<file path="src/rtl/quad_encoder_gen.sv">
// Quadrature encoder emulator: step/dir pulses are queued in a signed pending
// counter and replayed as A/B Gray edges no closer than MIN_DWELL clocks apart.
`timescale 1ns/1ps
module quad_encoder_gen #(
    parameter int MIN_DWELL = 4,
    parameter int PEND_W    = 8,
    parameter int POS_W     = 16
) (
    input  logic                    clk,
    input  logic                    rst_n,
    input  logic                    enable,
    input  logic                    step,
    input  logic                    dir,
    input  logic                    clear_ovf,
    output logic                    phaseA,
    output logic                    phaseB,
    output logic                    busy,
    output logic                    overflow,
    output logic signed [POS_W-1:0] position
);

    localparam int DW_W = (MIN_DWELL > 1) ? $clog2(MIN_DWELL) : 1;
    localparam logic signed [PEND_W-1:0] PEND_MAX = {1'b0, {(PEND_W-1){1'b1}}};
    localparam logic signed [PEND_W-1:0] PEND_MIN = {1'b1, {(PEND_W-1){1'b0}}};
    localparam logic signed [PEND_W-1:0] PEND_ONE = PEND_W'(1);
    localparam logic signed [PEND_W-1:0] PEND_NEG = {PEND_W{1'b1}};
    localparam logic [DW_W-1:0] DWELL_RELOAD = DW_W'(MIN_DWELL - 1);

    logic                     step_d_reg;
    logic signed [PEND_W-1:0] pending_reg,  pending_next;
    logic [DW_W-1:0]          dwell_reg,    dwell_next;
    logic                     phase_a_reg,  phase_a_next;
    logic                     phase_b_reg,  phase_b_next;
    logic                     overflow_reg, overflow_next;
    logic signed [POS_W-1:0]  position_reg, position_next;

    logic                     step_rise;
    logic                     saturated;
    logic                     emit;
    logic                     emit_fwd;
    logic signed [PEND_W-1:0] pend_in;
    logic signed [PEND_W-1:0] pend_out;

    always_comb begin
        step_rise = step && !step_d_reg;
        saturated = dir ? (pending_reg == PEND_MAX) : (pending_reg == PEND_MIN);
        emit      = (dwell_reg == '0) && enable && (pending_reg != '0);
        emit_fwd  = !pending_reg[PEND_W-1];

        pend_in = '0;
        if (step_rise && !saturated) begin
            pend_in = dir ? PEND_ONE : PEND_NEG;
        end

        pend_out = '0;
        if (emit) begin
            pend_out = emit_fwd ? PEND_ONE : PEND_NEG;
        end

        // Arrival and departure combine; saturation guards the arrival side,
        // and departure always moves toward zero, so no wrap is possible.
        pending_next = pending_reg + pend_in - pend_out;

        dwell_next    = dwell_reg;
        phase_a_next  = phase_a_reg;
        phase_b_next  = phase_b_reg;
        position_next = position_reg;
        if (emit) begin
            dwell_next = DWELL_RELOAD;
            if (emit_fwd) begin
                // 00 -> 10 -> 11 -> 01 -> 00
                phase_a_next  = !phase_b_reg;
                phase_b_next  = phase_a_reg;
                position_next = position_reg + POS_W'(1);
            end else begin
                phase_a_next  = phase_b_reg;
                phase_b_next  = !phase_a_reg;
                position_next = position_reg - POS_W'(1);
            end
        end else if (dwell_reg != '0) begin
            dwell_next = dwell_reg - DW_W'(1);
        end

        overflow_next = overflow_reg;
        if (step_rise && saturated) begin
            overflow_next = 1'b1;
        end else if (clear_ovf) begin
            overflow_next = 1'b0;
        end
    end

    always_ff @(posedge clk or negedge rst_n) begin
        if (!rst_n) begin
            step_d_reg   <= 1'b0;
            pending_reg  <= '0;
            dwell_reg    <= '0;
            phase_a_reg  <= 1'b0;
            phase_b_reg  <= 1'b0;
            overflow_reg <= 1'b0;
            position_reg <= '0;
        end else begin
            step_d_reg   <= step;
            pending_reg  <= pending_next;
            dwell_reg    <= dwell_next;
            phase_a_reg  <= phase_a_next;
            phase_b_reg  <= phase_b_next;
            overflow_reg <= overflow_next;
            position_reg <= position_next;
        end
    end

    assign phaseA   = phase_a_reg;
    assign phaseB   = phase_b_reg;
    assign overflow = overflow_reg;
    assign position = position_reg;
    assign busy     = (pending_reg != '0) || (dwell_reg != '0);

endmodule

</file>
<file path="config.mk">
export PLATFORM = sky130hd
export DESIGN_NAME = quad_encoder_gen
export DESIGN_NICKNAME = d
export VERILOG_FILES = /design/src/rtl/quad_encoder_gen.sv
export SDC_FILE = /design/constraint.sdc
export NUM_CORES = 1
export LEC_CHECK = 0
export ABC_AREA = 1
export CELL_PAD_IN_SITES_DETAIL_PLACEMENT = 1
export CELL_PAD_IN_SITES_GLOBAL_PLACEMENT = 1
export CORE_MARGIN = 1.5
export CORE_UTILIZATION = 40
export CTS_BUF_LIST = sky130_fd_sc_hd__clkbuf_16
export DETAILED_ROUTE_END_ITERATION = 12
export DONT_BUFFER_PORTS = 1
export PLACE_DENSITY = 0.71
export SYNTH_ARGS = -nofsm -noshare
export SYNTH_HDL_FRONTEND = slang
export SYNTH_SLANG_ARGS = --single-unit
</file>
<file path="constraint.sdc">
create_clock -name clk -period 4.1 [get_ports clk]
set_clock_uncertainty 0.1 [all_clocks]
set_input_delay 0.82 -clock clk [delete_from_list [all_inputs] [get_ports clk]]
set_output_delay 0.82 -clock clk [all_outputs]
set_load 0.02 [all_outputs]
</file>
==> flow_metrics.py <==
metrics = {
    "detailed_routing": {
        "vias": 2085,
        "wl_um": 5940,
        "via_per_inst": 5.07,
        "first_iter_violations": 66,
        "drtPass1Iterations": 4,
        "route.detailed.drc": 0,
        "postRouteAntennaNets": 0,
        "wl_per_cell_um": 14.5,
    },
    "clock_tree": {
        "cts_setup_buffers": 0,
        "cts_buffer_depth": 2,
        "cts_tree": "yes",
        "clock_latency_ns": 0.27,
        "clockRootBuffer": "clkbuf_16",
        "cts_buffers": 5,
        "clk_pin_slew_ns": 0.05,
        "numClockSinks": 30,
        "htree_levels": 2,
        "cts_resized": 0,
        "ctsHoldBuffers": 0,
    },
    "sta": {
        "finalHoldViolations": 0,
        "fin_crit_ns": 3.59,
        "setup_viol": 0,
        "clock.fmax_ghz": 0.279,
        "slew_violations": 0,
        "rsz0062_at_grt": "no",
        "finalCritPeriodShare_pct": 87.5,
        "tightest_slew_ns": 0.824,
        "slew_headroom_pct": 44.9,
        "tns_ns": 0,
    },
    "yosys": {
        "synth.avg_cell_area_um2": 7.40,
        "synth_cells": 330,
        "synth_top_area_share_pct": 30.8,
        "synth_compound_area_share_pct": 10.3,
        "netlist_area_um2": 2440,
        "synth_top_family_by_area": "simple AND/OR/NAND/NOR gates",
        "syn_nets": 366,
        "synth-simple-area-share_pct": 27.4,
        "synth_top_cell_by_area": "dfrtp_1",
        "muxShareOfSynthArea_pct": 0,
        "synth-xor-area-share_pct": 5.38,
        "synthAdderAreaFrac_pct": 17.8,
        "ys_seq_elements": 30,
        "synth_cell_types": 29,
        "ys_seq_area_share_pct": 30.8,
        "yosysWarnings": 0,
        "ys_top_cells_by_area": "dfrtp_1 31%, nand2_1 16%, ha_1 11%",
    },
    "worst_setup_path": {
        "r2r_end": "pending_reg[6]",
        "arrival_ns": 3.64,
        "crit_path_end_kind": "flop",
        "start_kind": "flop",
        "r2r-start": "pending_reg[3]",
        "r2r_slack_ns": 0.51,
        "cp.required_ns": 4.15,
        "path_max_fanout": 33,
        "reg2regPathDepth": 12,
        "crit_type": "reg -> reg",
    },
    "final_layout": {
        "nets": 371,
        "layout_common_cells": "103 x nand2_1, 45 x inv_1, 30 x dfrtp_1",
        "largest_reg_flops": 16,
        "num_antenna_cells": 0,
        "finalNonFillerCells": 411,
        "multi_input_area_um2": 1490,
        "seq_area_um2": 751,
        "layout_commonest_cell": "nand2_1",
        "synthToLayoutAreaGrowth_pct": 8.76,
        "nFillCells": 757,
        "drive_above_1_share_pct": 4.17,
    },
    "placement": {
        "hpwl_um": 4540,
        "dp.cells": 403,
        "place_congestion": 0.803,
        "port_buffers": 0,
    },
    "floorplanning": {
        "die-area_um2": 6580,
        "start_util_pct": 41.2,
        "core_um2": 5920,
        "row_count": 28,
        "fp.dieW_um": 81.1,
        "die_h_um": 81.1,
        "num_io_pins": 26,
    },
    "min_path": {
        "hold_class": "in -> async",
    },
    "global_route": {
        "grt_usage_pct": 20.5,
        "grt_pass1_wl_um": 10300,
        "grt-ovfl-total": 0,
        "grt_max_degree": 34,
        "grt_antenna_before_repair": 0,
        "grt_pass1_vias": 2239,
    },
    "status": {
        "status": "finished, final reports clean",
    },
    "job": {
        "maxCapViolations": 0,
    },
}
-- layer usage --
layer | vias up | routed length (µm) | global-route usage, % | share of wire, %
li1 | 1054 | - | - | -
met5 | - | 0 | 0 | 0
met3 | 10 | 135 | 3.48 | 2.3
met4 | 0 | 132 | 7.59 | 2.2
met2 | 27 | 2980 | 35.9 | 50
met1 | 994 | 2690 | 24.9 | 45
-- cells in the mapped netlist --
master    number
a21o_1         1
a21oi_1       19
a31oi_1        1
and2_1         1
buf_2          2
buf_6          2
dfrtp_1       30
fa_1           8
ha_1          22
inv_1         44
inv_2          2
nand2_1      103
nand2_2        1
nand3_1       19
nand3_2        1
nand3b_1       6
nand4_1        1
nor2_1        27
nor3_1         1
o21a_1         1
o21ai_0       17
o21ai_1        1
o21bai_1       1
o21bai_4       1
o221ai_1       1
o32ai_1        1
or2_2          1
xnor2_1        7
xor2_1         8
-- final cells by class --
| cell class | count | share of cell area [%] |
|---|---|---|
| multi-input combinational | 250 | 55.9 |
| sequential | 30 | 28.3 |
| inverter | 46 | 6.50 |
| clock buffer | 5 | 4.71 |
| tap | 75 | 3.53 |
| timing repair buffer | 2 | 0.566 |
| clock inverter | 3 | 0.471 |
-- metrics by stage --
| step | hold WS [ns] | cell area, µm² | setup WS [ns] | utilization, % |
|---|---|---|---|---|
| 4_1_cts | 0.136 | 2660 | 0.494 | 44.8 |
| 5_1_grt | 0.131 | 2660 | 0.157 | 44.8 |
| 6_report | 0.141 | 2660 | 0.514 | 44.8 |
| 3_5_place_dp | 0.370 | 2520 | 0.533 | 42.5 |
| 3_3_place_gp | 0.363 | 2520 | 0.660 | 42.5 |
| 2_1_floorplan | 0.346 | 2440 | 0.641 | - |
-- worst max-delay path, stage by stage (launching register included) --
cell and delay, ns:
dfrtp_1 0.41, nor2_1 0.15, nand2_1 0.13, o21bai_4 0.69
nor2_1 0.08, buf_4 0.21, fa_1 0.53, fa_1 0.48
o21ai_0 0.32, a21oi_1 0.11, nor2_1 0.10, nor2_1 0.05
xnor2_1 0.12
-- how the worst max path moves through the flow --
stage / startpoint / end / slack, ns
final: pending_reg[3] / pending_reg[6] / 0.51
after global placement: pending_reg[3] / pending_reg[6] / 0.66
after floorplan: enable / pending_reg[6] / 0.64
after detailed placement: pending_reg[3] / pending_reg[6] / 0.53
after global routing: pending_reg[3] / pending_reg[6] / 0.16
after CTS: pending_reg[3] / pending_reg[6] / 0.49
-- logic make-up (layout without fill, tap and decap cells) --
| kind of cell | Yosys count | count (layout) |
|---|---|---|
| AND/OR/NAND/NOR | 161 | 161 |
| flip-flops | 30 | 30 |
| XOR/XNOR | 15 | 15 |
| adder cells (fa/ha/maj) | 30 | 30 |
| AO/OA/AOI/OAI | 44 | 44 |
| buffers and inverters | 50 | 56 |
Power is not shown: default switching activity piles up to over one toggle a cycle in this logic, so the estimate is an artifact.
